`src/rtl/intack_seq.sv`:
```
// Interrupt-acknowledge sequencer: samples NMI/PIC requests at instruction boundaries,
// issues the PIC acknowledge pulse and hands the vector to the CPU.
module intack_seq #(
    parameter logic [7:0]  NMI_VECTOR = 8'h02,
    parameter int unsigned GAP_CYCLES = 4
) (
    input  logic       clk,
    input  logic       reset,
    input  logic       intr,
    input  logic [7:0] irq,
    input  logic       nmi,
    input  logic       if_en,
    input  logic       boundary,
    output logic       inta,
    output logic       vec_valid,
    output logic [7:0] vec,
    output logic       vec_is_nmi,
    input  logic       vec_ready
);

    typedef enum logic [1:0] {
        StIdle,
        StAck,
        StDeliver,
        StGap
    } state_e;

    localparam logic [3:0] GapLoad = (GAP_CYCLES == 0) ? 4'd0 : 4'(GAP_CYCLES - 1);

    state_e     state_q;
    logic       nmi_prev_q;
    logic       nmi_pending_q;
    logic [3:0] gap_cnt_q;
    logic       nmi_edge;

    assign nmi_edge = nmi & ~nmi_prev_q;

    always_ff @(posedge clk or posedge reset) begin
        if (reset) begin
            state_q       <= StIdle;
            nmi_prev_q    <= 1'b0;
            nmi_pending_q <= 1'b0;
            gap_cnt_q     <= 4'd0;
            inta          <= 1'b0;
            vec_valid     <= 1'b0;
            vec           <= 8'h00;
            vec_is_nmi    <= 1'b0;
        end else begin
            nmi_prev_q <= nmi;
            inta       <= 1'b0;
            if (nmi_edge) begin
                nmi_pending_q <= 1'b1;
            end
            case (state_q)
                StIdle: begin
                    if (boundary && (nmi_pending_q || nmi_edge)) begin
                        // Taking the NMI overrides the set from an edge in this same cycle.
                        nmi_pending_q <= 1'b0;
                        vec           <= NMI_VECTOR;
                        vec_is_nmi    <= 1'b1;
                        vec_valid     <= 1'b1;
                        state_q       <= StDeliver;
                    end else if (boundary && intr && if_en) begin
                        // PIC drives irq=0 during inta, so the vector must be captured now.
                        vec        <= irq;
                        vec_is_nmi <= 1'b0;
                        inta       <= 1'b1;
                        state_q    <= StAck;
                    end
                end
                StAck: begin
                    vec_valid <= 1'b1;
                    state_q   <= StDeliver;
                end
                StDeliver: begin
                    if (vec_ready) begin
                        vec_valid <= 1'b0;
                        if (GAP_CYCLES == 0) begin
                            state_q <= StIdle;
                        end else begin
                            gap_cnt_q <= GapLoad;
                            state_q   <= StGap;
                        end
                    end
                end
                StGap: begin
                    if (gap_cnt_q == 4'd0) begin
                        state_q <= StIdle;
                    end else begin
                        gap_cnt_q <= gap_cnt_q - 4'd1;
                    end
                end
                default: state_q <= StIdle;
            endcase
        end
    end

endmodule

```
`config.mk`:
```
export PLATFORM = sky130hd
export DESIGN_NAME = intack_seq
export DESIGN_NICKNAME = d
export VERILOG_FILES = /design/src/rtl/intack_seq.sv
export SDC_FILE = /design/constraint.sdc
export NUM_CORES = 1
export LEC_CHECK = 0
export CORE_MARGIN = 5
export CORE_UTILIZATION = 49
export CTS_BUF_LIST = sky130_fd_sc_hd__clkbuf_4
export CTS_CLUSTER_SIZE = 10
export DETAILED_ROUTE_END_ITERATION = 8
export PLACE_DENSITY = 0.81
export SLEW_MARGIN = 0
export SYNTH_ARGS = -nofsm -noshare
export SYNTH_HDL_FRONTEND = slang
export SYNTH_SLANG_ARGS = --single-unit
```
`constraint.sdc`:
```
create_clock -name clk -period 1.87 [get_ports clk]
set_input_delay 0.2805 -clock clk [delete_from_list [all_inputs] [get_ports clk]]
set_output_delay 0.2805 -clock clk [all_outputs]
set_load 0.01 [all_outputs]
```
==> results of run 1 <==
[registers in the layout, summed over array words and instances, names as in the netlist]
register	flops
gap_cnt_q	4
inta	1
nmi_pending_q	1
nmi_prev_q	1
state_q	2
vec	8
vec_is_nmi	1
vec_valid	1
[worst min-delay path, cell delays in order]
cell and delay, ps:
clkdlybuf4s50_1 390, inv_1 50, buf_4 250
[power by group through the flow]
stage | sequential, mW | combinational, mW | clock (mW)
6_report | 0.651 | 0.843 | 0.210
3_3_place_gp | 0.655 | 0.798 | 0
2_1_floorplan | 0.669 | 0.510 | 0
3_5_place_dp | 0.657 | 0.835 | 0
5_1_grt | 0.671 | 0.925 | 0.232
4_1_cts | 0.650 | 0.836 | 0.217
[placed cells by master (no fill, tap or decap), types with 4 or more instances in the layout]
cell type,n
a21oi_1,4
a22o_1,7
buf_4,5
clkdlybuf4s50_1,25
dfrtp_1,19
ha_1,5
inv_1,8
nor2_1,6
nor2b_1,4
o21ai_0,8
[layout make-up]
| type | count | area share |
|---|---|---|
| clock buffer | 3 | 0.0175 |
| clock inverter | 1 | 0.00388 |
| inverter | 8 | 0.0233 |
| multi-input combinational | 60 | 0.338 |
| sequential | 19 | 0.369 |
| tap | 27 | 0.0262 |
| timing repair buffer | 30 | 0.223 |
[cell families after synthesis]
kind of cell	count (synthesis)
compound gates	29
fa+ha+maj	5
buf+inv	10
flops	19
mux	1
simple gates	25
[metal layers]
metal	track usage	wire length, um	part of all wire	vias to the layer above
met3	0.0249	97	0.046	8
met4	0.0894	63	0.030	0
li1	-	-	-	386
met2	0.262	1090	0.52	29
met1	0.205	839	0.40	396
met5	0	0	0	-
[worst paths after layout]
path / endpoint / startpoint / slack, ps / depth (start not counted)
max in group asynchronous: state_q[1] / reset / 1370 / 3
min in group clk: nmi_prev_q / nmi / 440 / 1
setup reg to reg: state_q[1] / gap_cnt_q[0] / 150 / 6
hold reg to reg: vec[3] / vec[3] / 520 / 1
hold / removal: vec[1] / reset / 290 / 3
setup / recovery: state_q[1] / gap_cnt_q[0] / 150 / 6
==> flow_summary_export.csv, run 1 <==
group,metric,value,unit
timing,slew_headroom,0.714,
die,rows,16,
synth,synth-seq-area-share,0.502,
timing,finClkSkew,14.7,ps
global_routing,grt_pass1_wl,3.44,mm
flow_run,cap_violations,0,
setup_path,cp_slowest_stage_delay,430,ps
finish,stdcell_area,0.00129,mm^2
cts,cts_tree,"done",
synth,synth_ff_type,"dfrtp_1",
synth,synth-edff-count,0,
detailed_routing,wl_per_cell,14.1,um
die,die_x,54.0,um
power,combPwrFrac,0.495,
synth,synthTopCellsByArea,"dfrtp_1 (50%), ha_1 (6.6%), a22o_1 (6.5%), o21ai_0 (4.2%), inv_1 (3.2%)",
finish,fin_util,0.678,
global_routing,globalRouteOverflowTotal,0,
synth,synth_common_cells,"dfrtp_1 (19), inv_1 (8), o21ai_0 (8)",
timing,hold_viol_final,0,
synth,synthMuxAreaShare,0.0106,
placement,dp_worst_setup_slack,6.84,ps
global_routing,grt_pass1_vias,802,
detailed_routing,drc,0,
cts,cts_buffer_depth,2,
global_routing,gr-usage-all-layers,0.162,
timing,tns,0,ps
synth,yosysMostFrequentCell,"dfrtp_1",
timing,worst_slack,148,ps
setup_path,crit_type,"flip-flop to flip-flop",
cts,clock_latency,300,ps
power,internal-power,1.06,mW
synth,synth_fa_ha_area_frac,0.0661,
die,start_util,0.498,
timing,finalSetupViolCount,0,
setup_path,crit_path_max_fanout,6,
synth,syn_area_per_cell,10.6,um^2
die,dieArea,0.00291,mm^2
synth,synth-simple-area-share,0.161,
setup_path,critPathSlowestCell,"dfrtp_1",
die,ioPinCount,26,
finish,ff_latch_area,475,um^2
placement,placed_area,0.00126,mm^2
timing,grt_setup_unrepaired,"no",
finish,nFillCells,157,
setup_path,cp_top_family,"compound AO/OA/AOI/OAI gates",
synth,ys_warn_count,0,
synth,synth_area_leader_cell,"dfrtp_1",
hold_path,hp-class,"input pin to async pin",
global_routing,antenna_found_initial,0,
timing,min_period_over_period,0.921,
synth,ys_ff_latch,19,
synth,synth_compound_area_frac,0.219,
setup_path,crit_buf_inv,1,
power,swShare,0.381,
synth,ys_types,29,
cts,h-tree-depth,1,
synth,syn_inst,89,
setup_path,path_cells,"inv_1 -> ha_1 -> or3b_4 -> a21o_1 -> a31oi_2 -> o22ai_1",
run_status,outcome,"completed",
timing,hold_slack,285,ps
detailed_routing,viasPerCell,5.53,
power,clkPwrFrac,0.123,
cts,cts_buffers,3,
placement,dp_cells,144,
finish,multi_input_area,435,um^2
synth,synth_nets,109,
cts,clk_pin_slew,120,ps
setup_path,worstSetupStartpointType,"flip-flop",
placement,port_buffers,25,
synth,netlist_area,947,um^2
power,p_leak,0.602,nW
power,power.share.sequential,0.382,
detailed_routing,detail-route-antenna-nets,0,
finish,syn2layout_area_growth,36.2,%
power,p_sw,0.649,mW
power,p_per_area,1320,mW/mm^2
synth,synth_top_area_frac,0.502,
timing,worst_pin_slew,428,ps
power,ir_worst_vdd,0.000729,V
finish,finalNonFillerCells,148,
global_routing,grt_max_degree,20,
cts,postCtsHoldBufs,0,
timing,fmax,581,MHz
cts,post_cts_buffers,0,
placement,place_congestion,0.796,
detailed_routing,finalWirelength,2.09,mm
synth,async_flop_share,1.00,
detailed_routing,firstDrtPassIters,4,
finish,antennaDiodeCount,0,
power,power,1.70,mW
timing,slew_viol_final,0,
synth,synth_top_family_by_area,"compound AO/OA/AOI/OAI gates",
placement,dp.final_hpwl,1.61,mm
finish,drive_above_1_share,0.107,
detailed_routing,drt_iter0_drc,15,
cts,clock_sinks,19,
setup_path,endpoint_kind,"flip-flop",
die,die_h,54.0,um
cts,clockRootBuffer,"clkbuf_4",
setup_path,crit_arrival,1890,ps
finish,layout.nets,142,
synth,synth_xor_area_frac,0,
cts,cts_resized,0,
detailed_routing,vias,819,
setup_path,crit_required,2040,ps
timing,min_period,1720,ps
die,coreArea,0.00190,mm^2
Power figures use the tool's default switching activity.
==> run 2, diff against run 1 <==
CAP_MARGIN = 20   (was not set)
==> results of run 2 <==
Same layout as run 1: the final DEF is identical, and so are final timing and power.
